<file path="src/rtl/acl2_sampler_if.sv">
// Request/finished handshake between the ADXL362 polling sequencer and the SPI register-transaction controller.
interface acl2_sampler_if;
  logic        ctl_req;
  logic        ctl_read;
  logic [7:0]  ctl_addr;
  logic [7:0]  ctl_din;
  logic        ctl_finished;
  logic [11:0] ctl_dout;

  modport master (output ctl_req, ctl_read, ctl_addr, ctl_din,
                  input  ctl_finished, ctl_dout);
  modport slave  (input  ctl_req, ctl_read, ctl_addr, ctl_din,
                  output ctl_finished, ctl_dout);
endinterface

</file>
<file path="src/rtl/acl2_sampler.sv">
// ADXL362 polling sequencer: power-up configuration, then continuous averaged axis reads,
// with run-time range reprogramming and enable/park control.
module acl2_sampler #(
  parameter int unsigned N_CH     = 3,
  parameter int unsigned AVG_LOG2 = 0,
  parameter logic [2:0]  ODR      = 3'b011,
  parameter int unsigned GAP      = 0
) (
  input  logic           sclk,
  input  logic           rst,
  input  logic           enable,
  input  logic [1:0]     range_sel,
  acl2_sampler_if.master ctl,
  output logic [11:0]    acc_x,
  output logic [11:0]    acc_y,
  output logic [11:0]    acc_z,
  output logic           sample_valid,
  output logic           cfg_done
);

  localparam int unsigned AW = 12 + AVG_LOG2;
  localparam int unsigned SW = AVG_LOG2 + 1;
  localparam int unsigned GW = 16;
  localparam logic [SW-1:0] LAST_SWEEP = SW'((1 << AVG_LOG2) - 1);
  localparam logic [1:0]    LAST_CH    = 2'(N_CH - 1);
  localparam logic [GW-1:0] GAP_LAST   = GW'(GAP - 1);

  typedef enum logic [2:0] {PWR, RANGE, READ, GAP_WAIT, PARK} state_t;

  state_t                r_state;
  logic [1:0]            r_ch;
  logic [SW-1:0]         r_sweep;
  logic [GW-1:0]         r_gap;
  logic                  r_req;
  logic                  r_read;
  logic [7:0]            r_addr;
  logic [7:0]            r_din;
  logic [1:0]            r_range_q;
  logic                  r_cfg_done;
  logic                  r_valid;
  logic [11:0]           r_res [3];
  logic signed [AW-1:0]  r_acc [3];

  state_t                w_nxt;
  logic [1:0]            w_nxt_ch;
  logic                  w_clr;
  logic                  w_pub;
  logic                  w_acc_en;
  logic                  w_nxt_req;
  logic                  w_issue;
  logic                  w_fin;
  logic                  w_rng_chg;
  logic                  w_last_ch;
  logic                  w_win_done;
  logic signed [AW-1:0]  w_ext;
  logic signed [AW-1:0]  w_sum [3];

  // A completion pulse only counts while a request is outstanding.
  assign w_fin      = ctl.ctl_finished & r_req;
  assign w_rng_chg  = r_cfg_done && (range_sel != r_range_q);
  assign w_last_ch  = (r_ch == LAST_CH);
  assign w_win_done = w_last_ch && (r_sweep == LAST_SWEEP);
  assign w_ext      = AW'($signed(ctl.ctl_dout));

  always_comb begin
    for (int i = 0; i < 3; i++) begin
      w_sum[i] = r_acc[i] + ((r_ch == 2'(i)) ? w_ext : '0);
    end
  end

  always_comb begin
    w_nxt    = r_state;
    w_nxt_ch = r_ch;
    w_clr    = 1'b0;
    w_pub    = 1'b0;
    w_acc_en = 1'b0;
    case (r_state)
      PWR: if (w_fin) w_nxt = RANGE;
      RANGE: if (w_fin) begin
        w_clr    = 1'b1;
        w_nxt_ch = 2'd0;
        if (w_rng_chg)   w_nxt = RANGE;
        else if (!enable) w_nxt = PARK;
        else              w_nxt = READ;
      end
      READ: if (w_fin) begin
        w_acc_en = 1'b1;
        w_pub    = w_win_done;
        w_nxt_ch = w_last_ch ? 2'd0 : r_ch + 2'd1;
        if (w_rng_chg)                     w_nxt = RANGE;
        else if (!enable)                  w_nxt = PARK;
        else if (w_win_done && (GAP != 0)) w_nxt = GAP_WAIT;
      end
      GAP_WAIT: begin
        if (w_rng_chg)             w_nxt = RANGE;
        else if (!enable)          w_nxt = PARK;
        else if (r_gap == GAP_LAST) w_nxt = READ;
      end
      PARK: begin
        if (w_rng_chg) w_nxt = RANGE;
        else if (enable) begin
          w_clr    = 1'b1;
          w_nxt_ch = 2'd0;
          w_nxt    = READ;
        end
      end
      default: w_nxt = PWR;
    endcase
  end

  // A new request is presented when entering a transaction state from idle or right after a finish.
  assign w_nxt_req = (w_nxt == PWR) || (w_nxt == RANGE) || (w_nxt == READ);
  assign w_issue   = w_nxt_req && (!r_req || w_fin);

  always_ff @(posedge sclk or posedge rst) begin
    if (rst) begin
      r_state    <= PWR;
      r_ch       <= '0;
      r_sweep    <= '0;
      r_gap      <= '0;
      r_req      <= 1'b0;
      r_read     <= 1'b0;
      r_addr     <= '0;
      r_din      <= '0;
      r_range_q  <= '0;
      r_cfg_done <= 1'b0;
      r_valid    <= 1'b0;
      for (int i = 0; i < 3; i++) begin
        r_res[i] <= '0;
        r_acc[i] <= '0;
      end
    end else begin
      r_state <= w_nxt;
      r_ch    <= w_nxt_ch;
      r_req   <= w_nxt_req;
      r_valid <= w_pub;
      r_gap   <= ((r_state == GAP_WAIT) && (w_nxt == GAP_WAIT)) ? r_gap + GW'(1) : '0;
      if (r_state == RANGE && w_fin) r_cfg_done <= 1'b1;
      if (w_issue) begin
        r_read <= (w_nxt == READ);
        case (w_nxt)
          PWR:     begin r_addr <= 8'h2D; r_din <= 8'h02; end
          RANGE:   begin
            r_addr    <= 8'h2C;
            r_din     <= {range_sel, 1'b0, 1'b1, 1'b0, ODR};
            r_range_q <= range_sel;
          end
          default: begin r_addr <= 8'h0E + {5'd0, w_nxt_ch, 1'b0}; r_din <= 8'h00; end
        endcase
      end
      // Publishing and restarts both empty the averaging window.
      if (w_clr || w_pub) begin
        r_sweep <= '0;
        for (int i = 0; i < 3; i++) r_acc[i] <= '0;
      end else if (w_acc_en) begin
        for (int i = 0; i < 3; i++) r_acc[i] <= w_sum[i];
        if (w_last_ch) r_sweep <= r_sweep + SW'(1);
      end
      if (w_pub) begin
        for (int i = 0; i < 3; i++) begin
          if (i < N_CH) r_res[i] <= 12'(w_sum[i] >>> AVG_LOG2);
        end
      end
    end
  end

  assign ctl.ctl_req   = r_req;
  assign ctl.ctl_read  = r_read;
  assign ctl.ctl_addr  = r_addr;
  assign ctl.ctl_din   = r_din;
  assign acc_x         = r_res[0];
  assign acc_y         = r_res[1];
  assign acc_z         = r_res[2];
  assign sample_valid  = r_valid;
  assign cfg_done      = r_cfg_done;

endmodule

</file>
<file path="src/flat_wrapper.sv">
// flat-port wrapper written by rule: the top's interface ports become plain ports
module acl2_sampler_flat 
#(
  parameter int unsigned N_CH     = 3,
  parameter int unsigned AVG_LOG2 = 0,
  parameter logic [2:0]  ODR      = 3'b011,
  parameter int unsigned GAP      = 0
)
  (sclk, rst, enable, range_sel, acc_x, acc_y, acc_z, sample_valid, cfg_done, ctl_ctl_req, ctl_ctl_read, ctl_ctl_addr, ctl_ctl_din, ctl_ctl_finished, ctl_ctl_dout);
  acl2_sampler_if ctl_i ();
  input  logic sclk;
  input  logic rst;
  input  logic enable;
  input  logic [1:0] range_sel;
  output logic [11:0] acc_x;
  output logic [11:0] acc_y;
  output logic [11:0] acc_z;
  output logic sample_valid;
  output logic cfg_done;
  output wire logic [$bits(ctl_i.ctl_req)-1:0] ctl_ctl_req;
  output wire logic [$bits(ctl_i.ctl_read)-1:0] ctl_ctl_read;
  output wire logic [$bits(ctl_i.ctl_addr)-1:0] ctl_ctl_addr;
  output wire logic [$bits(ctl_i.ctl_din)-1:0] ctl_ctl_din;
  input wire logic [$bits(ctl_i.ctl_finished)-1:0] ctl_ctl_finished;
  input wire logic [$bits(ctl_i.ctl_dout)-1:0] ctl_ctl_dout;
  assign ctl_ctl_req = ctl_i.ctl_req;
  assign ctl_ctl_read = ctl_i.ctl_read;
  assign ctl_ctl_addr = ctl_i.ctl_addr;
  assign ctl_ctl_din = ctl_i.ctl_din;
  assign ctl_i.ctl_finished = ctl_ctl_finished;
  assign ctl_i.ctl_dout = ctl_ctl_dout;
  acl2_sampler #(.N_CH(N_CH), .AVG_LOG2(AVG_LOG2), .ODR(ODR), .GAP(GAP)) u_core (.sclk(sclk), .rst(rst), .enable(enable), .range_sel(range_sel), .ctl(ctl_i), .acc_x(acc_x), .acc_y(acc_y), .acc_z(acc_z), .sample_valid(sample_valid), .cfg_done(cfg_done));
endmodule
</file>
<file path="config.mk">
export PLATFORM = sky130hd
export DESIGN_NAME = acl2_sampler_flat
export DESIGN_NICKNAME = d
export VERILOG_FILES = /design/src/rtl/acl2_sampler_if.sv /design/src/rtl/acl2_sampler.sv /design/src/flat_wrapper.sv
export SDC_FILE = /design/constraint.sdc
export NUM_CORES = 1
export LEC_CHECK = 0
export ABC_CLOCK_PERIOD_IN_PS = 3900
export CAP_MARGIN = 30
export CORE_UTILIZATION = 40
export CTS_CLUSTER_DIAMETER = 80
export DETAILED_ROUTE_END_ITERATION = 8
export SLEW_MARGIN = 40
export SYNTH_ARGS = -nofsm -noshare
export SYNTH_HDL_FRONTEND = slang
export SYNTH_SLANG_ARGS = --single-unit
</file>
<file path="constraint.sdc">
create_clock -name sclk -period 3.9 [get_ports sclk]
set_clock_uncertainty 0.15 [all_clocks]
set_input_delay 0.585 -clock sclk [delete_from_list [all_inputs] [get_ports sclk]]
set_output_delay 0.585 -clock sclk [all_outputs]
set_load 0.03 [all_outputs]
</file>
# [Yosys cells after proc, flatten, opt, wreduce, memory -nomap -nowiden]
# Cells that the tools add are included.
[totals] out_inout_bits=56 regBits=116 in_bits=18 elab_cells=91
[classes] n_bitwise=2 muxes=37 addsub=7 n_reduce_logical=17 n_eq_ne=11
[ops] op="two-way mux 36 bit" count=2
[ops] op="adder 12 bit" count=3
[ops] op="two-way mux 12 bit" count=3
[ops] op="two-way mux 3 bit" count=12
[ops] op="case mux 8 bit (2 select lines)" count=2
[ops] op="adder 16 x 1 -> 16 bit (second input constant)" count=1
[ops] op="equality test 16 bit (second input constant)" count=1
[ops] op="two-way mux 16 bit" count=1
[ops] op="case mux 3 bit (5 select lines)" count=1
[ops] op="equality test 3 x 2 -> 1 bit (second input constant)" count=4
[ops] op="two-way mux 2 bit" count=5
[ops] op="two-way mux 1 bit" count=9
[ops] op="equality test 3 x 1 -> 1 bit (second input constant)" count=2
[ops] op="zero test 3 bit" count=2
[ops] op="case mux 2 bit (3 select lines)" count=1
[ops] op="adder 4 x 3 -> 5 bit (first input constant)" count=1
[ops] op="logical AND 1 bit" count=5
[ops] op="logical OR 1 bit" count=4
[ops] op="AND reduction 2 bit" count=2
[ops] op="nonzero test 2 bit" count=2
[ops] op="equality test 3 bit (second input constant)" count=1
[ops] op="adder 2 x 1 -> 2 bit (second input constant)" count=1
[ops] op="equality test 2 x 1 -> 1 bit (second input constant)" count=1
[ops] op="equality test 2 bit (second input constant)" count=1
[ops] op="7 further kinds" count=7

# [Depth between registers and ports, before layout]
# Gate-level depths: netlist (run 1).
[depth] depth_word=10 depth_mapped=12 mapped_depth_nobuf=11

# [Worst setup path before layout (run 1)]
# Ideal clock, no wire load.
[synth_timing] path_type="reg2reg" start="register u_core.r_ch[0]" end="register u_core.r_acc[35] (netlist name)" setup_slack_ns=1.040 t_required_ns=3.670 arrival_time_ns=2.630 synth_period_minus_slack_ns=2.860 stages_incl_launch_ff=12 setup_ns=0.080 path_cell_list="dfrtp_1 nor2_1 clkbuf_1 nand2_1 inv_1 ha_1 a211oi_2 o21ai_2 a2111oi_4 nor3_2 or4b_4 o211ai_2"
[synth_via] elab_chain_cells=6
[synth_rtl] element="start: declaration" line="acl2_sampler.sv:31" text="logic [1:0] r_ch;"
[synth_rtl] element="start signal: assignment" line="acl2_sampler.sv:134" text="r_ch <= w_nxt_ch;"
[synth_rtl] element="branches (longest 6 deep; another with adder 12 bit)"
[synth_rtl] element="end signal: indexed assignment" line="acl2_sampler.sv:130" text="r_acc[i] <= '0;"
[synth_rtl] element="end: declaration" line="acl2_sampler.sv:42" text="logic signed [AW-1:0] r_acc [3];"
# Parallel ways; which one is timed is not known. The select of a mux whose other input is x is not followed.
# A chain may end at the register's enable or synchronous reset.

# [Worst setup path after layout (run 1)]
# Ends and elaborated chain as after synthesis.

==> summary.log, run 1 <==
[timing] FMAX 304.1 MHz
[layout] fraction of layout instances using a drive strength above 1 9.637%
[timing] Final Hold Vio Count 0
[global_routing] most used routing layer in global routing met2
[timing] number of setup violations in the final report 0
[floorplanning] Std-Cell Rows 45
[timing] post-route worst setup slack 611.5 ps
[floorplanning] Floorplan Core Area 15310 um^2
[power_and_ir_drop] leakage dissipation 3.548 nW
[clock_tree] number of buffers added for setup after CTS 0
[global_routing] met3 global-route usage 2.922%
[route] remaining design rule violation count 0
[power_and_ir_drop] power density cells 422.4 nW/um^2
[worst_setup_path] sort of element at the start of the critical path flip-flop
[run_status] result of the run finished, final reports clean
[yosys] post-synthesis cell count 646
[global_routing] met1 track demand over resource 24.07%
[global_routing] vias in the first global route 5054
[worst_setup_path] worst setup path category reg2reg
[worst_setup_path] arrival time of the worst setup path 3410 ps
[timing] slew at the pin closest to its max-slew limit 618.5 ps
[route] total via count in the routed design 4886
[route] Avg Vias per Cell 5.271
[worst_setup_path] maximum fanout along the worst path 8
[floorplanning] I/O pin count 74
[worst_setup_path] endpoint type of the worst setup path flip-flop
[placed_design] count of buffers inserted at the top-level ports 68
[power_and_ir_drop] post-layout power 3.192 mW
[timing] final number of max-transition violations 0
[route] antenna-violating nets left 0
[global_routing] met2 Usage GRT 33.73%
[yosys] count of distinct cell types in the synthesized netlist 72
[job] number of max-cap violations 0
[timing] unrepaired setup endpoints after global routing false
[placed_design] GP Congestion 0.8670
[yosys] count of flip-flops with a built-in enable after synthesis 0
[timing] Final Critical Period 3288 ps
[yosys] average instance area after synthesis 9.814 um^2
[timing] TNS Setup 0 ps
[clock_tree] number of instances resized during post-cts repair 0
[worst_setup_path] cell-by-cell listing of the critical path nor2_1, buf_4, and2_1, ha_1, a21oi_1, o21ai_1, a2111oi_4, nor3_2, or4b_4, o211ai_2
[worst_setup_path] Top delay family on crit path simple AND/OR/NAND/NOR gates
[min_path] sink of the worst hold path u_core.acc_y[0]
[yosys] predominant post-synthesis flop cell sky130_fd_sc_hd__dfrtp_1
[timing] headroom to the max-slew limit 58.61%
[worst_setup_path] count of buffer and inverter cells on the critical path 1
[yosys] share of synthesized area occupied by flip-flops and latches 43.02%
[worst_setup_path] required arrival time at the worst endpoint 4030 ps
[layout] fill cell count 1433
[yosys] Cell Area, Synth 6340 um^2
[clock_tree] Clock Root Buffer sky130_fd_sc_hd__clkbuf_16
[clock_tree] hold-fix buffers at CTS 0
[clock_tree] CTS tree built
[layout] most frequent cells in the layout 109 x sky130_fd_sc_hd__dfrtp_1, 95 x sky130_fd_sc_hd__nand2_1, 68 x sky130_fd_sc_hd__clkdlybuf4s50_1
[min_path] Worst Hold Class reg2reg
[worst_setup_path] source of the worst register-to-register timing path u_core.r_ch[0]
[global_routing] GRT Residual Overflow 0
[floorplanning] Die Wd 127.9 um
[power_and_ir_drop] maximum resistive drop on vdd 0.0003791 V
[min_path] Hold Path Stages 2
[floorplanning] Starting Density 41.40%
[clock_tree] register clock-pin slew on the reported worst setup and hold paths 70 ps
[worst_setup_path] RR Endpoint u_core.r_acc[35]
[route] Iter 0 DRT Violations 248
[layout] most frequent standard cell in the layout excluding fill and tap cells sky130_fd_sc_hd__dfrtp_1
[clock_tree] insertion delay to the later sink of the worst-skew pair 350 ps
[min_path] hold path start u_core.acc_y[0]
[timing] post-route clock period utilization 84.32%
[global_routing] wire length of the first global-routing pass 24.84 mm
[route] first-pass iteration count of the detailed router 4
[clock_tree] TritonCTS Sinks 109
[worst_setup_path] slack of the worst reg-to-reg path 610 ps
[worst_setup_path] cell at the slowest stage of the critical path sky130_fd_sc_hd__or4b_4
[placed_design] HPWL Detailed 10.86 mm
[yosys] YS warnings 0
[global_routing] antenna violations before repair 0
[clock_tree] maximum clock path buffer count 2
[placed_design] pre-CTS setup slack 471.4 ps
[layout] nets@finish 767
[global_routing] Tot GR Track Use 19.44%
[layout] antenna cells 0
[worst_setup_path] number of cells on the worst reg-to-reg path 10
[layout] area growth from synthesis to layout 19.20%
[clock_tree] Inserted Clock Buffers 9
[global_routing] largest net degree at the start of global routing 64
[route] wire length reported by the detailed router 14.82 mm
[route] routed length per instance 15.99 um
[clock_tree] H-tree depth reported by CTS 3
[floorplanning] Vert. Die Dim 127.9 um
[yosys] total of flip-flops plus latches after synthesis 109
[worst_setup_path] delay of the slowest cell on the worst path 530 ps
[floorplanning] area enclosed by the die boundary 16360 um^2
[yosys] fraction of registers with async set or reset after synthesis 100.0%
worst max-delay path by stage:
stage | start | end | slack [ps] | cells past startpoint
3_3_place_gp | ctl_ctl_dout[3] | u_core.acc_z[11] | 580 | 9
6_report | u_core.r_ch[0] | u_core.r_acc[35] | 610 | 10
3_5_place_dp | ctl_ctl_dout[0] | u_core.acc_y[10] | 470 | 11
4_1_cts | u_core.r_ch[0] | u_core.r_acc[35] | 580 | 10
5_1_grt | u_core.r_ch[0] | u_core.r_acc[35] | 450 | 10
2_1_floorplan | rst | u_core.acc_x[0] | 290 | 1
state kept, by name (all words and copies together) (netlist names), 2 cells and up:
register / flops
u_core.r_ch: 2
u_core.r_state: 3
u_core.r_range_q: 2
u_core.r_gap: 16
u_core.acc_z: 12
u_core.acc_y: 12
u_core.ctl.ctl_din: 4
u_core.ctl.ctl_addr: 5
u_core.r_acc: 36
u_core.acc_x: 12
per-layer routing:
layer / wire length [um] / part of all wire [%]
met2: 7139 / 48
met3: 548 / 3.7
met5: 0 / 0
met1: 6801 / 46
met4: 333 / 2.2
per-stage QoR:
stage / utilization, % / hold slack [ps] / cells / instance area (um^2)
detailed placement: 47.21 / 312.2 / 911 / 7231
CTS: 49.33 / 330.8 / 927 / 7555
global placement: 47.18 / 308.8 / 911 / 7226
floorplan: - / 306.3 / 650 / 6355
global route: 49.35 / 351.3 / 927 / 7557
finish: 49.35 / 323.1 / 927 / 7557
power by group:
part / switching (mW) / internal, mW / total, mW
logic: 0.559 / 0.347 / 0.906
clock network: 0.437 / 0.567 / 1.00
registers: 0.0670 / 1.22 / 1.28
total: 1.06 / 2.13 / 3.19
cell families (layout without fill, tap and decap cells):
kind of cell / Yosys count / in the layout / synth area share, %
compound gates: 142 / 142 / 16.38
xor+xnor: 43 / 43 / 6.158
fa+ha+maj: 39 / 39 / 8.032
buf+inv: 50 / 116 / 3.947
flops: 109 / 109 / 43.02
mux: 18 / 18 / 3.118
other cells: 1 / 5 / 0.05915
simple gates: 244 / 244 / 19.28
synthesized netlist by cell type, drive strengths merged (2+ instances only):
cell type / number / area share (%)
or3: 2 / 0.20
a22oi: 2 / 0.24
o21ai: 35 / 2.8
clkbuf: 10 / 0.59
nor2: 51 / 3.1
nand3: 11 / 0.87
nor2b: 5 / 0.49
o21bai: 2 / 0.24
xor2: 21 / 2.9
a211oi: 6 / 0.79
a32oi: 2 / 0.28
a21o: 8 / 0.95
o31a: 3 / 0.43
nand4b: 2 / 0.28
nand2b: 8 / 0.79
nand2: 95 / 5.6
dfrtp: 109 / 43
o211ai: 4 / 0.55
buf: 21 / 2.2
xnor2: 21 / 2.9
nor3: 11 / 1.3
mux2: 14 / 2.5
o21a: 8 / 0.95
ha: 35 / 6.9
a32o: 2 / 0.32
or2: 4 / 0.39
fa: 3 / 0.95
nand3b: 2 / 0.24
a21oi: 28 / 2.2
nand4: 5 / 0.59
inv: 19 / 1.1
mux2i: 4 / 0.63
nor3b: 6 / 0.71
a22o: 29 / 4.0
and2: 32 / 3.2
and3: 2 / 0.20
o32ai: 2 / 0.57
or4b: 3 / 0.53
worst register-to-register path, stage by stage (launching register included):
cell	delay, ps
sky130_fd_sc_hd__dfrtp_1	410
sky130_fd_sc_hd__nor2_1	510
sky130_fd_sc_hd__buf_4	250
sky130_fd_sc_hd__and2_1	130
sky130_fd_sc_hd__ha_1	300
sky130_fd_sc_hd__a21oi_1	210
sky130_fd_sc_hd__o21ai_1	150
sky130_fd_sc_hd__a2111oi_4	400
sky130_fd_sc_hd__nor3_2	100
sky130_fd_sc_hd__or4b_4	530
sky130_fd_sc_hd__o211ai_2	80
final cells by class:
| class | count | area [um^2] | area share [%] |
|---|---|---|---|
| Multi-Input combinational cell | 491 | 3387 | 44.82 |
| Tap cell | 211 | 264.0 | 3.493 |
| Clock inverter | 7 | 98.84 | 1.308 |
| Inverter | 19 | 76.32 | 1.010 |
| Timing Repair Buffer | 81 | 778.2 | 10.30 |
| Sequential cell | 109 | 2728 | 36.09 |
| Clock buffer | 9 | 225.2 | 2.980 |
Power figures use the tool's default switching activity.
==> run 2: changes to the inputs <==
--- a/config.mk
+++ b/config.mk
@@ -5,7 +5,7 @@
 export SDC_FILE = /design/constraint.sdc
 export NUM_CORES = 1
 export LEC_CHECK = 0
-export ABC_CLOCK_PERIOD_IN_PS = 3900
+export ABC_CLOCK_PERIOD_IN_PS = 2800
 export CAP_MARGIN = 30
 export CORE_UTILIZATION = 40
 export CTS_CLUSTER_DIAMETER = 80
==> constraint.sdc (replaced) <==
create_clock -name sclk -period 2.8 [get_ports sclk]
set_clock_uncertainty 0.15 [all_clocks]
set_input_delay 0.42 -clock sclk [delete_from_list [all_inputs] [get_ports sclk]]
set_output_delay 0.42 -clock sclk [all_outputs]
set_load 0.03 [all_outputs]
==> summary.log, run 2 (synthesized netlist as in run 1, its figures left out) <==
[global_routing] Tot GR Track Use 20.92%
[placed_design] total instance count after detailed placement 974
[power_and_ir_drop] switching power total 1.560 mW
[placed_design] count of buffers inserted at the top-level ports 68
[timing] headroom to the max-slew limit 51.28%
[clock_tree] H-tree depth reported by CTS 3
[route] Iter 0 DRT Violations 242
[route] total via count in the routed design 5280
[global_routing] GRT Residual Overflow 0
[floorplanning] Floorplan Core Area 15310 um^2
[timing] Final Critical Period 2751 ps
[power_and_ir_drop] maximum resistive drop on vdd 0.0004274 V
[clock_tree] CTS tree built
[layout] flip-flop count of the largest register, all copies and words added 36
[floorplanning] area enclosed by the die boundary 16360 um^2
[power_and_ir_drop] leakage dissipation 3.952 nW
[layout] most frequent cells in the layout 107 x sky130_fd_sc_hd__dfrtp_1, 93 x sky130_fd_sc_hd__nand2_1, 73 x sky130_fd_sc_hd__buf_4
[global_routing] largest net degree at the start of global routing 38
[clock_tree] Inserted Clock Buffers 9
[run_status] result of the run finished, final reports clean
[clock_tree] Clock Root Buffer sky130_fd_sc_hd__clkbuf_16
[timing] FMAX 363.5 MHz
[clock_tree] insertion delay to the later sink of the worst-skew pair 370 ps
[worst_setup_path] endpoint type of the worst setup path flip-flop
[min_path] Worst Hold Class reg2reg
[worst_setup_path] sort of element at the start of the critical path flip-flop
[layout] number of standard cells in the final layout excluding fillers 998
[min_path] Hold Path Stages 2
[timing] number of setup violations in the final report 0
[layout] fraction of the core area covered by cells at the end of the flow 55.65%
[clock_tree] TritonCTS Sinks 109
[worst_setup_path] required arrival time at the worst endpoint 2900 ps
[route] wire length reported by the detailed router 16.35 mm
[layout] fraction of layout instances using a drive strength above 1 24.40%
[timing] Final Hold Vio Count 0
[job] number of max-cap violations 0
[floorplanning] Std-Cell Rows 45
[timing] post-route clock period utilization 98.25%
[timing] final number of max-transition violations 0
[route] Avg Vias per Cell 5.291
[floorplanning] Starting Density 41.40%
[power_and_ir_drop] post-layout power 4.748 mW
[floorplanning] Vert. Die Dim 127.9 um
[power_and_ir_drop] Net Sw Frac 32.86%
[route] routed length per instance 16.38 um
[floorplanning] I/O pin count 74
[clock_tree] maximum clock path buffer count 2
[power_and_ir_drop] proportion of power drawn by combinational gates 30.0%
[timing] unrepaired setup endpoints after global routing true
[placed_design] HPWL Detailed 11.55 mm
[power_and_ir_drop] clock network fraction of design power 32.3%
[worst_setup_path] worst setup path category reg2reg
[timing] post-route worst setup slack 49.01 ps
[layout] fill cell count 1349
[global_routing] antenna violations before repair 0
[global_routing] wire length of the first global-routing pass 26.69 mm
[layout] most frequent standard cell in the layout excluding fill and tap cells sky130_fd_sc_hd__dfrtp_1
[power_and_ir_drop] sequential share of power 37.7%
[route] antenna-violating nets left 0
[layout] register with the most flip-flops u_core.r_acc
[route] first-pass iteration count of the detailed router 5
[layout] nets@finish 838
[route] remaining design rule violation count 0
[timing] final hold slack 324.9 ps
[worst_setup_path] maximum fanout along the worst path 6
[layout] antenna cells 0
[power_and_ir_drop] cell internal power dissipation 3.188 mW
[layout] area growth from synthesis to layout 34.44%
[power_and_ir_drop] power density cells 557.1 nW/um^2
[worst_setup_path] number of cells on the worst reg-to-reg path 12
[timing] slew at the pin closest to its max-slew limit 729.2 ps
[clock_tree] register clock-pin slew on the reported worst setup and hold paths 70 ps
[floorplanning] Die Wd 127.9 um
[placed_design] GP Congestion 0.8833
[worst_setup_path] arrival time of the worst setup path 2850 ps
[global_routing] vias in the first global route 5342
[layout] leading registers by flop count u_core.r_acc: 36 flops, u_core.r_gap: 16 flops
[placed_design] pre-CTS setup slack -318.8 ps
-- run 2: through the flow --
step,instance area (um^2),TNS [ps]
after global routing,8523,-226.5
after floorplan,6422,-30.63
after CTS,8182,-5.235
final,8523,0
after global placement,7815,-3730
after detailed placement,7815,-4586
-- run 2: worst max-delay path: stages (launching register included) --
cell	delay, ps
sky130_fd_sc_hd__dfrtp_2	440
sky130_fd_sc_hd__nor2b_2	160
sky130_fd_sc_hd__buf_4	150
sky130_fd_sc_hd__buf_6	120
sky130_fd_sc_hd__and2_4	160
sky130_fd_sc_hd__ha_4	210
sky130_fd_sc_hd__nor2b_2	150
sky130_fd_sc_hd__o31a_1	300
sky130_fd_sc_hd__buf_4	140
sky130_fd_sc_hd__o21a_1	160
sky130_fd_sc_hd__nor2_1	120
sky130_fd_sc_hd__xnor2_1	110
sky130_fd_sc_hd__mux2_2	270
-- run 2: power groups by stage --
stage | clock network, mW | logic, mW | registers, mW
finish | 1.53 | 1.42 | 1.79
global route | 1.62 | 1.52 | 1.81
CTS | 1.58 | 1.38 | 1.79
detailed placement | 0 | 1.37 | 1.82
global placement | 0 | 1.35 | 1.81
floorplan | 0 | 0.758 | 1.95
-- run 2: cell type report --
cell class | count | area, um^2 | area share [%]
Inverter | 19 | 77.57 | 0.9102
Clock inverter | 6 | 116.4 | 1.365
Multi-Input combinational cell | 491 | 3700 | 43.41
Tap cell | 211 | 264.0 | 3.097
Clock buffer | 10 | 239.0 | 2.804
Sequential cell | 109 | 2730 | 32.03
Timing Repair Buffer | 152 | 1396 | 16.38
-- run 2: timing repair --
item	4_1_cts	5_1_grt
resized for setup	6	66
setup buffers	0	7
setup endpoints to repair	5	26
hold buffers	0	0
cloned	0	1
pin swaps	4	32
-- run 2: metal layers --
| layer | part of all wire (%) | routed length, um | global-route usage [%] |
|---|---|---|---|
| met5 | 0 | 0 | 0 |
| met4 | 2.2 | 359 | 9.758 |
| met3 | 4.4 | 713 | 3.798 |
| met1 | 45 | 7424 | 27.01 |
| met2 | 48 | 7853 | 34.08 |
-- run 2: worst paths after layout --
path / startpoint / to / slack [ps]
worst max-delay path: u_core.r_ch[0] / u_core.acc_y[6] / 50
worst max register to register: u_core.r_ch[0] / u_core.acc_y[6] / 50
max in group asynchronous: rst / u_core.acc_x[10] / 1430
min in group asynchronous: rst / u_core.r_acc[2] / 370
worst min-delay path: u_core.acc_z[7] / u_core.acc_z[7] / 320
worst min register to register: u_core.acc_z[7] / u_core.acc_z[7] / 320
==> run 3: changes to the inputs <==
--- a/config.mk
+++ b/config.mk
@@ -10,6 +10,7 @@
 export CORE_UTILIZATION = 40
 export CTS_CLUSTER_DIAMETER = 80
 export DETAILED_ROUTE_END_ITERATION = 8
+export SKIP_LAST_GASP = 1
 export SLEW_MARGIN = 40
 export SYNTH_ARGS = -nofsm -noshare
 export SYNTH_HDL_FRONTEND = slang
==> summary.log, run 3 (synthesized netlist as in run 1, its figures left out) <==
[floorplanning] area enclosed by the die boundary 16360 um^2
[placed_design] pre-CTS setup slack -318.8 ps
[timing] final hold slack 325.4 ps
[global_routing] most used routing layer in global routing met2
[route] routed length per instance 16.39 um
[timing] post-route clock period utilization 98.30%
[timing] Final Critical Period 2753 ps
[min_path] Worst Hold Class reg2reg
[floorplanning] Floorplan Core Area 15310 um^2
[run_status] result of the run finished, final reports clean
[placed_design] total instance count after detailed placement 974
[worst_setup_path] cell-by-cell listing of the critical path nor2b_2, buf_4, buf_6, and2_4, ha_4, nor2b_2, o31a_1, buf_4, o21a_1, nor2_1, xnor2_1, mux2_2
[layout] flip-flop count of the largest register, all copies and words added 36
[route] wire length reported by the detailed router 16.31 mm
[route] Avg Vias per Cell 5.228
[timing] Final Hold Vio Count 0
[timing] unrepaired setup endpoints after global routing true
[job] number of max-cap violations 0
[min_path] sink of the worst hold path u_core.acc_z[7]
[placed_design] HPWL Detailed 11.55 mm
[global_routing] GRT Residual Overflow 0
[layout] area growth from synthesis to layout 33.73%
[route] first-pass iteration count of the detailed router 4
[floorplanning] I/O pin count 74
[floorplanning] Starting Density 41.40%
[global_routing] vias in the first global route 5345
[min_path] Hold Path Stages 2
[power_and_ir_drop] leakage dissipation 3.937 nW
[clock_tree] insertion delay to the later sink of the worst-skew pair 370 ps
[clock_tree] CTS tree built
[timing] number of setup violations in the final report 0
[layout] most frequent standard cell in the layout excluding fill and tap cells sky130_fd_sc_hd__dfrtp_1
[worst_setup_path] required arrival time at the worst endpoint 2900 ps
[global_routing] met1 track demand over resource 27.01%
[global_routing] met3 global-route usage 3.798%
[timing] post-route worst setup slack 47.49 ps
[timing] headroom to the max-slew limit 51.99%
[worst_setup_path] endpoint type of the worst setup path flip-flop
[worst_setup_path] count of buffer and inverter cells on the critical path 3
[timing] final number of max-transition violations 0
[clock_tree] Inserted Clock Buffers 9
[worst_setup_path] RR Endpoint u_core.acc_y[6]
[layout] most frequent cells in the layout 107 x sky130_fd_sc_hd__dfrtp_1, 93 x sky130_fd_sc_hd__nand2_1, 72 x sky130_fd_sc_hd__buf_4
[layout] number of standard cells in the final layout excluding fillers 995
[layout] register with the most flip-flops u_core.r_acc
[floorplanning] Vert. Die Dim 127.9 um
[worst_setup_path] cell at the slowest stage of the critical path sky130_fd_sc_hd__dfrtp_2
[route] total via count in the routed design 5202
[min_path] hold path start u_core.acc_z[7]
[global_routing] Tot GR Track Use 20.92%
[worst_setup_path] arrival time of the worst setup path 2850 ps
[layout] fraction of layout instances using a drive strength above 1 24.11%
[worst_setup_path] slack of the worst reg-to-reg path 50 ps
[clock_tree] maximum clock path buffer count 2
[clock_tree] H-tree depth reported by CTS 3
[worst_setup_path] number of cells on the worst reg-to-reg path 12
[global_routing] largest net degree at the start of global routing 38
[global_routing] met2 Usage GRT 34.08%
[power_and_ir_drop] maximum resistive drop on vdd 0.0004269 V
[route] antenna-violating nets left 0
[global_routing] antenna violations before repair 0
[clock_tree] register clock-pin slew on the reported worst setup and hold paths 70 ps
[clock_tree] TritonCTS Sinks 109
[layout] nets@finish 835
[worst_setup_path] worst setup path category reg2reg
[floorplanning] Die Wd 127.9 um
[route] Iter 0 DRT Violations 218
[placed_design] count of buffers inserted at the top-level ports 68
[layout] leading registers by flop count u_core.r_acc: 36 flops, u_core.r_gap: 16 flops
[timing] FMAX 363.3 MHz
[route] remaining design rule violation count 0
[placed_design] GP Congestion 0.8833
[timing] slew at the pin closest to its max-slew limit 718.6 ps
[worst_setup_path] Top delay family on crit path simple AND/OR/NAND/NOR gates
[worst_setup_path] sort of element at the start of the critical path flip-flop
[power_and_ir_drop] post-layout power 4.750 mW
[worst_setup_path] source of the worst register-to-register timing path u_core.r_ch[0]
[power_and_ir_drop] power density cells 560.2 nW/um^2
[layout] antenna cells 0
[clock_tree] Clock Root Buffer sky130_fd_sc_hd__clkbuf_16
[floorplanning] Std-Cell Rows 45
[worst_setup_path] maximum fanout along the worst path 6
[worst_setup_path] delay of the slowest cell on the worst path 440 ps
[global_routing] wire length of the first global-routing pass 26.69 mm
run 3: changes by cell type in the layout (fill, tap and decap cells not counted):
cell,change
sky130_fd_sc_hd__buf_4,-1
sky130_fd_sc_hd__mux2_2,+1
sky130_fd_sc_hd__a21oi_2,-1
sky130_fd_sc_hd__buf_6,-2
sky130_fd_sc_hd__and2_4,+1
sky130_fd_sc_hd__ha_4,-1
sky130_fd_sc_hd__ha_2,+1
sky130_fd_sc_hd__mux2_4,-1
sky130_fd_sc_hd__and2_1,-1
sky130_fd_sc_hd__a21oi_1,+1
run 3: metrics by stage:
stage	TNS, ps	util (%)	instance area [um^2]
after floorplan	-30.63	-	6422
after global placement	-3730	51.03	7815
after detailed placement	-4586	51.03	7815
after CTS	-45.79	53.41	8179
after global routing	-266.3	55.36	8478
final	0	55.36	8478
run 3: cell type report:
cell class | instances | area, um^2
clock buffers | 10 | 239.0
repair buffers | 149 | 1366
clock inverters | 6 | 116.4
fillers | 1355 | 6837
flip-flops and latches | 109 | 2730
well taps | 211 | 264.0
inverters | 19 | 77.57
multi-input cells | 491 | 3685
run 3: worst max path at each step:
stage / end / start / cells past startpoint / slack, ps
floorplan: u_core.r_acc[35] / u_core.r_ch[0] / 11 / -30
global placement: u_core.acc_y[10] / ctl_ctl_dout[0] / 11 / -270
detailed placement: u_core.r_acc[35] / ctl_ctl_dout[2] / 9 / -320
CTS: u_core.r_acc[35] / u_core.r_ch[1] / 11 / -50
global route: u_core.r_acc[35] / u_core.r_ch[1] / 11 / -50
finish: u_core.acc_y[6] / u_core.r_ch[0] / 12 / 50
run 3: timing repair:
| action | in CTS | in global routing |
|---|---|---|
| pin swaps | 3 | 26 |
| hold buffers | 0 | 0 |
| buffers inserted | 0 | 4 |
| setup endpoints to repair | 5 | 26 |
| resized for setup | 5 | 63 |
| cloned | 0 | 1 |
run 3: worst reg2reg max path, delay by kind of cell (launching register included):
family | cells | cell delay [ps]
AND/OR/NAND/NOR | 4 | 590
multiplexers | 1 | 270
adder cells (fa/ha/maj) | 1 | 210
flip-flops | 1 | 440
XOR/XNOR | 1 | 110
AO/OA/AOI/OAI | 2 | 460
buffers and inverters | 3 | 410
run 3: report_power, final:
group | switching, mW | total (mW) | internal (mW)
registers | 0.0974 | 1.79 | 1.69
clock network | 0.628 | 1.53 | 0.907
logic | 0.837 | 1.42 | 0.586
run 3: layer usage:
layer  up-vias  part of all wire [%]
met4         0                   2.0
met5         -                     0
li1       2517                     -
met3        21                   4.4
met1      2559                    46
met2       105                    48
